[src/rtl/hazard_pkg.sv]
// Shared decode constants, pipeline timing encodings and helper functions for the
// MIPS hazard/stall controller.
package hazard_pkg;

  localparam logic [5:0] OP_SPECIAL = 6'h00;
  localparam logic [5:0] OP_JAL     = 6'h03;
  localparam logic [5:0] OP_BEQ     = 6'h04;
  localparam logic [5:0] OP_BNE     = 6'h05;
  localparam logic [5:0] OP_ADDIU   = 6'h09;
  localparam logic [5:0] OP_ORI     = 6'h0D;
  localparam logic [5:0] OP_LUI     = 6'h0F;
  localparam logic [5:0] OP_LW      = 6'h23;
  localparam logic [5:0] OP_SW      = 6'h2B;

  localparam logic [5:0] FN_JR      = 6'h08;
  localparam logic [5:0] FN_MFHI    = 6'h10;
  localparam logic [5:0] FN_MTHI    = 6'h11;
  localparam logic [5:0] FN_MFLO    = 6'h12;
  localparam logic [5:0] FN_MTLO    = 6'h13;
  localparam logic [5:0] FN_MULT    = 6'h18;
  localparam logic [5:0] FN_MULTU   = 6'h19;
  localparam logic [5:0] FN_DIV     = 6'h1A;
  localparam logic [5:0] FN_DIVU    = 6'h1B;
  localparam logic [5:0] FN_ADDU    = 6'h21;
  localparam logic [5:0] FN_SUBU    = 6'h23;
  localparam logic [5:0] FN_SLT     = 6'h2A;

  localparam logic [1:0] T_0    = 2'd0;
  localparam logic [1:0] T_1    = 2'd1;
  localparam logic [1:0] T_2    = 2'd2;
  localparam logic [1:0] T_NONE = 2'd3;

  localparam int MULT_CYCLES_DEF = 5;
  localparam int DIV_CYCLES_DEF  = 10;

  localparam logic [4:0] REG_ZERO = 5'd0;
  localparam logic [4:0] REG_RA   = 5'd31;

  typedef enum logic [3:0] {
    IC_NOP,
    IC_CALC_R,
    IC_CALC_I,
    IC_LOAD,
    IC_STORE,
    IC_BRANCH,
    IC_JR,
    IC_JAL,
    IC_MD_START,
    IC_MF,
    IC_MT
  } instr_class_t;

  typedef enum logic {
    MDU_IDLE,
    MDU_BUSY
  } mdu_state_t;

  typedef struct packed {
    logic [4:0] rs;
    logic [4:0] rt;
    logic [1:0] tuse_rs;
    logic [1:0] tuse_rt;
    logic [1:0] tnew_e;
    logic [4:0] dst;
    logic       md_start;
    logic       md_div;
    logic       md_use;
  } instr_info_t;

  // A source conflicts when it is read before the producer's result is available.
  function automatic logic src_hazard(input logic [4:0] src, input logic [1:0] tuse,
                                      input logic [4:0] dst, input logic [1:0] tnew);
    return (src != REG_ZERO) && (src == dst) && (tuse != T_NONE) && (tuse < tnew);
  endfunction

  // Only a load still has a cycle to go once it reaches M.
  function automatic logic [1:0] tnew_in_m(input logic [1:0] tnew_e);
    return (tnew_e == T_2) ? T_1 : T_0;
  endfunction

endpackage

[src/rtl/instr_class_dec.sv]
// Combinational instruction classifier: IR -> register usage timing, destination and
// mult/div unit involvement.
module instr_class_dec
  import hazard_pkg::*;
(
  input  logic [31:0]  i_ir,
  output instr_info_t  o_info
);

  logic [5:0]   w_op;
  logic [5:0]   w_fn;
  logic [4:0]   w_rs;
  logic [4:0]   w_rt;
  logic [4:0]   w_rd;
  instr_class_t w_cls;
  logic         w_unused;

  assign w_op     = i_ir[31:26];
  assign w_rs     = i_ir[25:21];
  assign w_rt     = i_ir[20:16];
  assign w_rd     = i_ir[15:11];
  assign w_fn     = i_ir[5:0];
  assign w_unused = ^i_ir[10:6];

  always_comb begin
    w_cls = IC_NOP;
    case (w_op)
      OP_SPECIAL: begin
        case (w_fn)
          FN_ADDU, FN_SUBU, FN_SLT:             w_cls = IC_CALC_R;
          FN_JR:                                w_cls = IC_JR;
          FN_MULT, FN_MULTU, FN_DIV, FN_DIVU:   w_cls = IC_MD_START;
          FN_MFHI, FN_MFLO:                     w_cls = IC_MF;
          FN_MTHI, FN_MTLO:                     w_cls = IC_MT;
          default:                              w_cls = IC_NOP;
        endcase
      end
      OP_ORI, OP_LUI, OP_ADDIU: w_cls = IC_CALC_I;
      OP_LW:                    w_cls = IC_LOAD;
      OP_SW:                    w_cls = IC_STORE;
      OP_BEQ, OP_BNE:           w_cls = IC_BRANCH;
      OP_JAL:                   w_cls = IC_JAL;
      default:                  w_cls = IC_NOP;
    endcase
  end

  always_comb begin
    o_info          = '0;
    o_info.rs       = w_rs;
    o_info.rt       = w_rt;
    o_info.tuse_rs  = T_NONE;
    o_info.tuse_rt  = T_NONE;
    o_info.tnew_e   = T_0;
    o_info.dst      = REG_ZERO;
    case (w_cls)
      IC_CALC_R: begin
        o_info.tuse_rs = T_1;
        o_info.tuse_rt = T_1;
        o_info.tnew_e  = T_1;
        o_info.dst     = w_rd;
      end
      IC_CALC_I: begin
        o_info.tuse_rs = T_1;
        o_info.tnew_e  = T_1;
        o_info.dst     = w_rt;
      end
      IC_LOAD: begin
        o_info.tuse_rs = T_1;
        o_info.tnew_e  = T_2;
        o_info.dst     = w_rt;
      end
      IC_STORE: begin
        o_info.tuse_rs = T_1;
        o_info.tuse_rt = T_2;
      end
      IC_BRANCH: begin
        o_info.tuse_rs = T_0;
        o_info.tuse_rt = T_0;
      end
      IC_JR:  o_info.tuse_rs = T_0;
      IC_JAL: o_info.dst     = REG_RA;
      IC_MD_START: begin
        // Operands are consumed in E like any other ALU operation.
        o_info.tuse_rs  = T_1;
        o_info.tuse_rt  = T_1;
        o_info.md_start = 1'b1;
        o_info.md_div   = (w_fn == FN_DIV) || (w_fn == FN_DIVU);
      end
      IC_MF: begin
        o_info.tnew_e = T_1;
        o_info.dst    = w_rd;
        o_info.md_use = 1'b1;
      end
      IC_MT: begin
        o_info.tuse_rs = T_1;
        o_info.md_use  = 1'b1;
      end
      default: ;
    endcase
  end

endmodule

[src/rtl/hazard_stall_ctrl.sv]
// Pipeline hazard detector: stalls F/D and bubbles D/E on read-after-write and
// mult/div unit conflicts, sequences the MDU busy window and counts stall cycles.
module hazard_stall_ctrl
  import hazard_pkg::*;
#(
  parameter int MULT_CYCLES = MULT_CYCLES_DEF,
  parameter int DIV_CYCLES  = DIV_CYCLES_DEF,
  parameter int CNT_W       = 32
) (
  input  logic             clk,
  input  logic             reset,
  input  logic [31:0]      D_IR,
  input  logic [31:0]      E_IR,
  input  logic [31:0]      M_IR,
  output logic             pc_en,
  output logic             fd_en,
  output logic             de_clear,
  output logic             mdu_busy,
  output logic [CNT_W-1:0] stall_cnt
);

  localparam logic [3:0] MULT_LOAD = 4'(MULT_CYCLES);
  localparam logic [3:0] DIV_LOAD  = 4'(DIV_CYCLES);

  logic [31:0]      w_ir   [3];
  instr_info_t      w_info [3];
  logic [1:0]       w_tnew_m;
  logic             w_stall_rw;
  logic             w_stall_md;
  logic             w_stall;
  mdu_state_t       w_mdu_state;
  logic [3:0]       r_mdu_cnt;
  logic [3:0]       w_mdu_cnt_next;
  logic [CNT_W-1:0] r_stall_cnt;
  logic             w_unused;

  assign w_ir[0] = D_IR;
  assign w_ir[1] = E_IR;
  assign w_ir[2] = M_IR;

  // Index 0 = D, 1 = E, 2 = M.
  generate
    for (genvar gi = 0; gi < 3; gi++) begin : g_dec
      instr_class_dec u_dec (
        .i_ir   (w_ir[gi]),
        .o_info (w_info[gi])
      );
    end
  endgenerate

  assign w_tnew_m = tnew_in_m(w_info[2].tnew_e);

  assign w_stall_rw =
      src_hazard(w_info[0].rs, w_info[0].tuse_rs, w_info[1].dst, w_info[1].tnew_e) |
      src_hazard(w_info[0].rt, w_info[0].tuse_rt, w_info[1].dst, w_info[1].tnew_e) |
      src_hazard(w_info[0].rs, w_info[0].tuse_rs, w_info[2].dst, w_tnew_m)         |
      src_hazard(w_info[0].rt, w_info[0].tuse_rt, w_info[2].dst, w_tnew_m);

  assign w_stall_md = (w_info[0].md_start | w_info[0].md_use) &
                      (mdu_busy | w_info[1].md_start);

  // Held inactive while reset is asserted so the pipeline runs freely out of reset.
  assign w_stall  = reset & (w_stall_rw | w_stall_md);
  assign pc_en    = ~w_stall;
  assign fd_en    = ~w_stall;
  assign de_clear = w_stall;

  assign w_mdu_state = (r_mdu_cnt == 4'd0) ? MDU_IDLE : MDU_BUSY;
  assign mdu_busy    = (w_mdu_state == MDU_BUSY);

  always_ff @(posedge clk or negedge reset) begin
    if (!reset) begin
      r_mdu_cnt <= 4'd0;
    end else begin
      r_mdu_cnt <= w_mdu_cnt_next;
    end
  end

  // A start leaving E always (re)loads the counter, so the newest start wins.
  always_comb begin
    w_mdu_cnt_next = r_mdu_cnt;
    case (w_mdu_state)
      MDU_IDLE: begin
        if (w_info[1].md_start) begin
          w_mdu_cnt_next = w_info[1].md_div ? DIV_LOAD : MULT_LOAD;
        end
      end
      MDU_BUSY: begin
        if (w_info[1].md_start) begin
          w_mdu_cnt_next = w_info[1].md_div ? DIV_LOAD : MULT_LOAD;
        end else begin
          w_mdu_cnt_next = r_mdu_cnt - 4'd1;
        end
      end
      default: w_mdu_cnt_next = 4'd0;
    endcase
  end

  always_ff @(posedge clk or negedge reset) begin
    if (!reset) begin
      r_stall_cnt <= '0;
    end else if (w_stall && (r_stall_cnt != {CNT_W{1'b1}})) begin
      r_stall_cnt <= r_stall_cnt + 1'b1;
    end
  end

  assign stall_cnt = r_stall_cnt;

  assign w_unused = ^{w_info[0].tnew_e, w_info[0].dst, w_info[0].md_div,
                      w_info[1].rs, w_info[1].rt, w_info[1].tuse_rs, w_info[1].tuse_rt,
                      w_info[1].md_use,
                      w_info[2].rs, w_info[2].rt, w_info[2].tuse_rs, w_info[2].tuse_rt,
                      w_info[2].md_start, w_info[2].md_div, w_info[2].md_use};

endmodule
[config.mk]
export PLATFORM = sky130hd
export DESIGN_NAME = hazard_stall_ctrl
export DESIGN_NICKNAME = d
export VERILOG_FILES = /design/src/rtl/hazard_pkg.sv /design/src/rtl/instr_class_dec.sv /design/src/rtl/hazard_stall_ctrl.sv
export SDC_FILE = /design/constraint.sdc
export NUM_CORES = 1
export LEC_CHECK = 0
export CORE_MARGIN = 1
export CORE_UTILIZATION = 46
export CTS_CLUSTER_DIAMETER = 60
export CTS_CLUSTER_SIZE = 12
export DETAILED_ROUTE_END_ITERATION = 10
export PLACE_DENSITY_LB_ADDON = 0.12
export SYNTH_ARGS = -nofsm -noshare
export SYNTH_HDL_FRONTEND = slang
export SYNTH_HIERARCHICAL = 1
export SYNTH_SLANG_ARGS = --single-unit
[constraint.sdc]
create_clock -name clk -period 6.3 [get_ports clk]
set_input_delay 1.26 -clock clk [delete_from_list [all_inputs] [get_ports clk]]
set_output_delay 1.26 -clock clk [all_outputs]
set_load 0.03 [all_outputs]
# Word level (Yosys, flattened, before mapping)
# Index checks and enable logic that the tools add are counted.
# word_totals
regBits,36
input_bits,98
output_inout_bits,36
word_cells,176
# op_classes
addsub,2
magnitude_cmp,4
eq_ne,89
muxes,21
bitwise,9
reduce_logical,49
# ops
operator,count
$eq 6x5->1 const B,24
$eq 6x6->1 const B,15
$eq 6x4->1 const B,12
$pmux 4 s6,3
$pmux 4 s5,3
$eq 6x3->1 const B,6
$add 32x1->32 const B,1
$ne 32x32->1 const B,1
$reduce_or 2->1,16
$pmux 5 s3,2
$eq 4x2->1 const B,6
$eq 4x4->1 const B,6
$reduce_or 3->1,8
$eq 4x3->1 const B,5
$eq 5x5->1,4
$eq 6x2->1 const B,3
$logic_not 6->1,3
$logic_and 1x1->1,13
$eq 4x1->1 const B,3
$mux 4,3
$pmux 2 s2,3
$reduce_or 4->1,3
$reduce_bool 5->1,2
$pmux 4 s2,1
other kinds (14),28

# Logic depth before layout (Yosys ltp)
# Gate-level depths: netlist (run 1).
# depth
ltp_word,17
depth_mapped,16

# By module
# The synthesis (run 1) kept the hierarchy.
# by_module_without_submodules
mod,n_inst,cells_each,area_each_um2
hazard_stall_ctrl,1,223,2194.6
instr_class_dec,3,68,528.0

# Worst setup path before layout (run 1)
# Ideal clock, no wire load.
# synth_path
kind,input to output
startpoint,input port M_IR[29]
endpoint,output port de_clear
t_arrival_ns,4.576
required_time_ns,5.040
slack_ns,0.464
path_stages,15
path_buffers,4
cell_sequence,buf_2 or4_4 nor4_4 a21oi_2 and4b_1 buf_4 a221o_2 xnor2_1 nand4_1 nor4_1 or4_1 buf_2 buf_2 nand2_1 inv_1
# synth_rtl
element,line,rtl
from (decl),hazard_stall_ctrl.sv:14,"input logic [31:0] M_IR,"
to (decl),hazard_stall_ctrl.sv:17,"output logic de_clear,"

==> results.md, run 1 <==
- Cells on worst reg2reg path: 8
- Max_cap viols: 0
- Post-Place Cells: ~540
- CTS root buffer: clkbuf_8
- Most frequent cells in the layout: clkdlybuf4s50_1, xnor2_1, dfrtp_1
- Status: finished clean
- # DRC: 0
- Routability congestion estimate: 0.7959
- Vias in the first global route: 2850
- Cell Count, Final, Fillers Out: between 500 and 600
- Synth Cell Area: 3323 um^2
- Worst-path clk slew: approximately 70 ps
- Full die area: 7568 um^2
- Worst hold path type: reg -> reg
- Num CTS Buffers: 5
- PostCTS Resize Cnt: 0
- Share of layout cells above drive strength 1: 0.1214
- H-tree depth: 2
- Post-Route WL: 7649 um
- GR Overflow Total: 0
- WL/cell: 13.93 um
- Syn_nets: 462
- Setup violators final: 0
- Final Skew: approximately 7.6 ps
- Worst EP required: a little over 5000 ps
- Max IR drop VDD: between 0.06 and 0.07 mV
- Clock Tree Buf Depth: 2
- Vias: 3023
- Area Overhead vs Synth: 33.55%
- First-pass GRT wire length: between 10000 and 15000 um
- 1st-pass router iterations: 4
- Reg-to-reg endpoint: stall_cnt[7]
- FP Rows: 30
- Post-CTS Setup Repair Bufs: 0
- WHS: 495.5 ps
- Clock sinks: 36
- YS warnings: 6
- Initial Utilization: 0.4838
- Leak: 0.001701 uW
- CP max stage delay: 600 ps
- FILL cells: slightly above 600
- Die Span X: around 87 um
- Antenna Violating Nets Remaining: 0
- Slew @ Worst Pin: 1073 ps
- Worst r2r src: stall_cnt[0]
- Largest net degree at the start of global routing: 49
- Worst-path cell chain: clkdlybuf4s50_1, or4_4, or4_4, o221ai_2, and4b_1, a221o_2, xor2_1, a211oi_1, nand4_1, a21oi_1, or4_1, nand2_1, inv_1, buf_4
- Gr usage total: 0.2064
- Final Cycle Share: 0.9610
- Slew Limit Fails: 0
- Vias/cell: 5.506
- Initial antenna violation count: 0
- Diode count: 0
- CP endpoint kind: primary output
- RSZ-0062 raised after global routing: no
- Nature of the critical path startpoint: input port
- Hold-fix buffers, CTS: 0
- Launch point of the worst path: E_IR[26]
- PwrDens: 144.2 nW/um^2
- 1st-iter DRT viols: 98
- Worst path slowest cell: or4_4
- Type of the worst setup path: in -> out
- Slew margin rel.: 0.2778
- Tot Pwr: 640.1 uW
- Tmin final: 6054 ps
- End point of the critical path: de_clear
- Syn Area/Cell: 9.231 um^2
- Height of the die: about 87 um
- Cell repeated most along the worst path: or4_4
- Final net count: about 550
- Worst EP arrival: between 4000 and 5000 ps
- Dpl hpwl: 6113 um
- Core area: about 6900 um^2
- Maximum fanout along the worst path: 6
- Reg2reg setup slack: around 3600 ps
- IO Count: about 130
- Syn Inst Count: 360
- TNS Setup: 0 ps
- TritonCTS clock tree: done
- Fin util: 0.6461
- Fmax: 165.2 MHz
- IO buf count: about 100
- Worst skew pair latency: just under 300 ps
- Most common cell after layout, fill and taps aside: clkdlybuf4s50_1
- Hold Vio Cnt, Final: 0
==> worst max-delay path: cells and delay by family <==
family | cells | cell delay (ps)
buffers and inverters | 3 | 680
XOR/XNOR | 1 | 170
AO/OA/AOI/OAI | 4 | 520
AND/OR/NAND/NOR | 6 | 2160
==> report_power, final <==
| group | internal [uW] | switching (uW) |
|---|---|---|
| Combinational | 97.8 | 85.9 |
| Clock | 117 | 82.0 |
| Sequential | 245 | 12.0 |
| Total | 460 | 180 |
==> final cells by class <==
cell class | count | area, um^2 | area share
multi-input combinational | 279 | 2160 | 0.4866
clock buffer | 6 | 72.57 | 0.01635
inverter | 19 | 71.32 | 0.01607
sequential | 36 | 900.9 | 0.2030
tap | 96 | 120.1 | 0.02707
timing repair buffer | 111 | 1079 | 0.2430
clock inverter | 2 | 35.03 | 0.007894
==> per-stage QoR <==
step	instance area, um^2	setup WS [ps]
after floorplan	3323	523.6
after global placement	4330	282.2
after detailed placement	4330	231.1
after CTS	4438	224.1
after global routing	4438	52.09
final	4438	245.9
==> worst min path at each step <==
stage,from,endpoint,slack [ps],cells after the start
2_1_floorplan,r_mdu_cnt[3],r_mdu_cnt[2],580,2
4_1_cts,stall_cnt[9],stall_cnt[9],500,1
5_1_grt,stall_cnt[9],stall_cnt[9],510,1
3_3_place_gp,stall_cnt[9],stall_cnt[9],470,1
6_report,stall_cnt[9],stall_cnt[9],500,1
3_5_place_dp,stall_cnt[9],stall_cnt[9],490,1
==> state kept, by name, summed over array words and instances, names as in the netlist <==
signal / flops
r_mdu_cnt: 4
stall_cnt: 32
==> metal layers <==
metal	share of wire	wire length (um)	global-route usage	vias up
met4	0.0089	68	0.05758	0
met2	0.51	3934	0.3830	89
met1	0.43	3274	0.2393	1429
met5	0	0	0	-
li1	-	-	-	1500
met3	0.049	372	0.04076	5
(Power assumes the default switching activity.)
==> inputs of run 2 (changes only) <==
--- a/config.mk
+++ b/config.mk
@@ -5,9 +5,10 @@
 export SDC_FILE = /design/constraint.sdc
 export NUM_CORES = 1
 export LEC_CHECK = 0
+export ABC_AREA = 1
 export CORE_MARGIN = 1
-export CORE_UTILIZATION = 46
-export CTS_CLUSTER_DIAMETER = 60
+export CORE_UTILIZATION = 49
+export CTS_CLUSTER_DIAMETER = 80
 export CTS_CLUSTER_SIZE = 12
 export DETAILED_ROUTE_END_ITERATION = 10
 export PLACE_DENSITY_LB_ADDON = 0.12
==> run 2 against run 1 <==
Sequential power about the same. Synthesized cell count increased by 94%. Via count increased by 55%. Cell count increased by 62%. First-iteration DRC count increased by 120%. Sequential share of layout area decreased by 3.1 points. Utilization decreased by 0.76 points. Register-to-register slack got worse by 610 ps. Cell area increased by 18%. Die area increased by 17%. Critical path type unchanged.
==> results.md, run 2 <==
- Met2 wire length: 5446 um
- Maximum fanout along the worst path: 4
- Slew Limit Fails: 0
- Max_cap viols: 0
- Vias: 4693
- Height of the die: 94.03 um
- Wire length on met1: 5230 um
- Hold Vio Cnt, Final: 0
- RSZ-0062 raised after global routing: no
- First-pass GRT wire length: 19400 um
- Gr usage total: 0.2717
- TNS Setup: 0 ps
- Worst hold path type: reg -> reg
- Synth Cell Area: 4150 um^2
- Vias in the first global route: 4351
- Worst skew pair latency: about 300 ps
- Clock Tree Buf Depth: 2
- Type of the worst setup path: in -> out
- Routability congestion estimate: 0.9200
- Tmin final: 5635 ps
- Clock sinks: 36
- Worst EP required: 5040 ps
- Initial Utilization: 0.5051
- CP max stage delay: approximately 650 ps
- Cell repeated most along the worst path: nand2_1
- Post-CTS Setup Repair Bufs: 0
- Seq. cell area: between 900 and 1000 um^2
- Top routing layer in use: met4
- Post-Route WL: approximately 12000 um
- TritonCTS clock tree: done
- Vias/cell: 5.261
- Syn Inst Count: 699
- IO Count: 134
- Leak: 0.002505 uW
- Core area: approximately 8000 um^2
- Share of layout cells above drive strength 1: 0.09911
- Most common cell after layout, fill and taps aside: nand2_1
- 1st-pass router iterations: 5
- CTS root buffer: clkbuf_8
- Max FFs per register: 32
- Worst-path clk slew: 70 ps
- FP Rows: 33
- Hold-fix buffers, CTS: 0
- Worst EP arrival: 4380 ps
- Largest net degree at the start of global routing: 70
- Status: finished clean
- Worst-path cell chain: clkdlybuf4s50_1, nand2_1, nor2_2, nand2_2, nand2_1, inv_2, nand2_1, nor2_1, nand3_2, nand3_1, nor2_1, ha_1, o21ai_0, nand2_1, nor2_1, nand2_1, nand2_1, nand2_1, nand3_2, nand2_1, inv_1, clkdlybuf4s50_1
- Largest delay share family, worst path: simple AND/OR/NAND/NOR gates
- Dpl hpwl: 9149 um
- Final Skew: 10.38 ps
- Most frequent cells in the layout: nand2_1, clkdlybuf4s50_1, nor2_1
- FILL cells: 804
- Hold Path Stages: 2
- PwrDens: 116.4 nW/um^2
- Antenna Violating Nets Remaining: 0
- Reg2reg setup slack: roughly 3000 ps
- Num CTS Buffers: 5
- Area Overhead vs Synth: 26.41%
- WL/cell: 12.91 um
- Crit path buffers/inverters: 4
- WL met3: 708 um
- Cells on worst reg2reg path: 9
- Final Cycle Share: 0.8945
- Full die area: 8842 um^2
- Initial antenna violation count: 0
- GR Overflow Total: 0
- Die Span X: approximately 94 um
- Slew @ Worst Pin: 939.1 ps
- Final net count: 888
- PostCTS Resize Cnt: 0
- 1st-iter DRT viols: 215
- YS warnings: 6
- # DRC: 0
- H-tree depth: 2
- Diode count: 0
- Setup violators final: 0
- Stages on worst setup path: 22
- Fin util: 0.6385
- Nature of the critical path startpoint: input port
- CP endpoint kind: primary output
- Multi-input gate area: 2766 um^2
- Fmax: 177.5 MHz
- Syn Area/Cell: 5.937 um^2
- Worst path slowest cell: clkdlybuf4s50_1
- Max IR drop VDD: ~0.097 mV
- IO buf count: 103
- Slew margin rel.: 0.3724
- Syn_nets: 801
run 2: routing by layer:
| metal | up-vias | global-route usage |
|---|---|---|
| met2 | 148 | 0.4696 |
| met1 | 2156 | 0.3570 |
| li1 | 2375 | - |
| met4 | 0 | 0.05641 |
| met3 | 14 | 0.03964 |
| met5 | - | 0 |
run 2: area by class of cell:
class	count	share of cell area
inverter	85	0.06082
multi-input combinational	553	0.5273
clock buffer	5	0.01312
timing repair buffer	105	0.1984
sequential	36	0.1717
clock inverter	3	0.003577
tap	105	0.02504
run 2: worst reg2reg max path, cell delays in order (launching register included):
cell and delay, ps:
dfrtp_1 530, ha_1 440, nand3_2 180, inv_2 110, nand2_2 80, nor2_4 130, nand4_2 740, nand3_2 840
nand2_1 160, nand2_1 90
run 2: per-stage QoR:
stage                     total power [uW]  worst slack (ps)  hold slack (ps)  cells  instance area, um^2
after floorplan                      367.5              1552            492.4    699                 4150
after global placement               436.6             733.5            519.2    884                 5159
after detailed placement             443.5             671.1            530.5    884                 5159
after CTS                            614.0             667.2            549.3    892                 5246
after global routing                 645.5             421.6            557.9    892                 5246
final                                610.9             665.0            543.8    892                 5246
run 2: final timing paths:
kind	start	end
worst min-delay path	r_mdu_cnt[1]	r_mdu_cnt[1]
worst max-delay path	D_IR[27]	de_clear
worst max register to register	stall_cnt[0]	stall_cnt[17]
min in group asynchronous	reset	r_mdu_cnt[3]
max in group asynchronous	reset	stall_cnt[6]
worst min register to register	r_mdu_cnt[1]	r_mdu_cnt[1]
run 2: power by group:
group          internal [uW]  leakage (uW)  switching [uW]
Clock                   77.2     0.0000479            93.8
Sequential               246      0.000495            13.1
Combinational           87.4       0.00196            93.5
==> inputs of run 3 (changes only) <==
==> constraint.sdc (replaced) <==
create_clock -name clk -period 6.3 [get_ports clk]
set_input_delay 1.575 -clock clk [delete_from_list [all_inputs] [get_ports clk]]
set_output_delay 1.575 -clock clk [all_outputs]
set_load 0.03 [all_outputs]
==> run 3 against run 2 <==
Critical endpoint unchanged. Clock power barely moved. Clock skew rose by 2.4 ps. First-iteration DRC count rose by 26%. Cell count did not move. Routed wire length fell by 0.20%. Flip-flop and latch count did not move. Combinational power barely moved. Cell area fell by 0.14%. Register-to-register slack improved by 60 ps. Worst setup slack got worse by 160 ps. Die area did not move.
==> results.md, run 3 (synthesized netlist as in run 2, its figures left out) <==
- Status: finished clean
- Final Cycle Share: 0.9194
- Most common cell after layout, fill and taps aside: nand2_1
- Worst EP arrival: 4220 ps
- Nature of the critical path startpoint: input port
- RSZ-0062 raised after global routing: no
- Setup violators final: 0
- Hold-fix buffers, CTS: 0
- First-pass GRT wire length: 19440 um
- CTS root buffer: clkbuf_8
- Worst EP required: 4720 ps
- Max IR drop VDD: 0.07622 mV
- FP Rows: 33
- Post-CTS Setup Repair Bufs: 0
- Slew @ Worst Pin: 906.2 ps
- Slew Limit Fails: 0
- CP endpoint kind: primary output
- TNS Setup: 0 ps
- Most frequent cells in the layout: nand2_1, clkdlybuf4s50_1, nor2_1
- Diode count: 0
- Max FFs per register: 32
- Place WS: 518.4 ps
- Clock Tree Buf Depth: 2
- Height of the die: 94.03 um
- Die Span X: 94.03 um
- Tmin final: 5792 ps
- Post-Route WL: 11490 um
- Antenna Violating Nets Remaining: 0
- CP max stage delay: 480 ps
- Gr usage total: 0.2740
- PostCTS Resize Cnt: 0
- Dpl hpwl: about 9000 um
- Num CTS Buffers: 5
- Core area: ~8200 um^2
- Cell repeated most along the worst path: nand2_1
- H-tree depth: 2
- Final Cell Area: 5239 um^2
- Maximum fanout along the worst path: 4
- Worst skew pair latency: 300 ps
- Worst hold path type: reg -> reg
- Crit path buffers/inverters: 3
- # DRC: 0
- Slew margin rel.: 0.3944
- Final net count: 888
- Vias/cell: 5.240
- 1st-iter DRT viols: 270
- IO buf count: 103
- Hold Vio Cnt, Final: 0
- WHS: 537.4 ps
- Slack of the critical path: 507.8 ps
- Worst-path cell chain: clkdlybuf4s50_1, nor2_2, nand2_1, nor2_4, nand3_2, nand2_1, nor2_1, nand3_2, nand3_1, nor2_1, ha_1, o21ai_0, nand2_1, nor2_1, nand2_1, nand2_1, nand2_1, nand3_2, nand2_1, inv_1, buf_4
- Fmax: 172.6 MHz
- Largest delay share family, worst path: simple AND/OR/NAND/NOR gates
- Placed cell areas: 5151 um^2
- Max_cap viols: 0
- Initial Utilization: 0.5051
- Full die area: around 9000 um^2
- Clock sinks: 36
- IO Count: 134
- Vias in the first global route: 4398
- WL/cell: ~13 um
- Share of layout cells above drive strength 1: 0.1029
- Initial antenna violation count: 0
- TritonCTS clock tree: done
- Area Overhead vs Synth: 26.23%
- Leak: 0.002507 uW
- Vias: 4674
- PwrDens: 117.3 nW/um^2
- Type of the worst setup path: in -> out
- Worst path slowest cell: clkdlybuf4s50_1
- Worst-path clk slew: 80 ps
- Routability congestion estimate: 0.9216
- Final Skew: roughly 13 ps
- GR Overflow Total: 0
- 1st-pass router iterations: 4
- Largest net degree at the start of global routing: 70
[run 3: cell types whose count changed in the layout (fill, tap and decap cells not counted)]
cell,delta
buf_4,+3
clkdlybuf4s50_1,-3
[run 3: per-stage QoR]
| stage | std cells | util | total power, uW |
|---|---|---|---|
| 2_1_floorplan | 699 | - | 367.5 |
| 3_3_place_gp | 884 | 0.6269 | 436.7 |
| 3_5_place_dp | 884 | 0.6269 | 445.5 |
| 4_1_cts | 892 | 0.6376 | 614.1 |
| 5_1_grt | 892 | 0.6376 | 648.5 |
| 6_report | 892 | 0.6376 | 614.3 |
[run 3: cell type report]
| cell class | count | area, um^2 |
|---|---|---|
| Inverter | 85 | 319.1 |
| Clock inverter | 3 | 18.77 |
| Fill cell | 786 | 2978 |
| Clock buffer | 5 | 68.82 |
| Multi-Input combinational cell | 553 | 2766 |
| Sequential cell | 36 | 900.9 |
| Timing Repair Buffer | 105 | 1033 |
| Tap cell | 105 | 131.4 |
[run 3: per-layer routing]
| layer | GRT usage | routed length, um | up-vias |
|---|---|---|---|
| li1 | - | - | 2374 |
| met1 | 0.3571 | 5218 | 2164 |
| met2 | 0.4787 | 5497 | 126 |
| met3 | 0.04935 | 688 | 10 |
| met4 | 0.03846 | 89 | 0 |
| met5 | 0 | 0 | - |
[run 3: final timing paths]
kind	from	end	slack [ps]	cells after the start
hold / removal	r_mdu_cnt[0]	r_mdu_cnt[0]	540	1
setup / recovery	D_IR[29]	de_clear	510	21
setup reg to reg	stall_cnt[0]	stall_cnt[3]	3010	9
min in group asynchronous	reset	stall_cnt[16]	1450	2
hold reg to reg	r_mdu_cnt[0]	r_mdu_cnt[0]	540	1
max in group asynchronous	reset	stall_cnt[26]	4360	2
[run 3: power breakdown]
group          total [uW]  internal, uW  switching (uW)
sequential            259           246            12.7
clock                 174          77.3            96.5
combinational         182          87.1            94.8
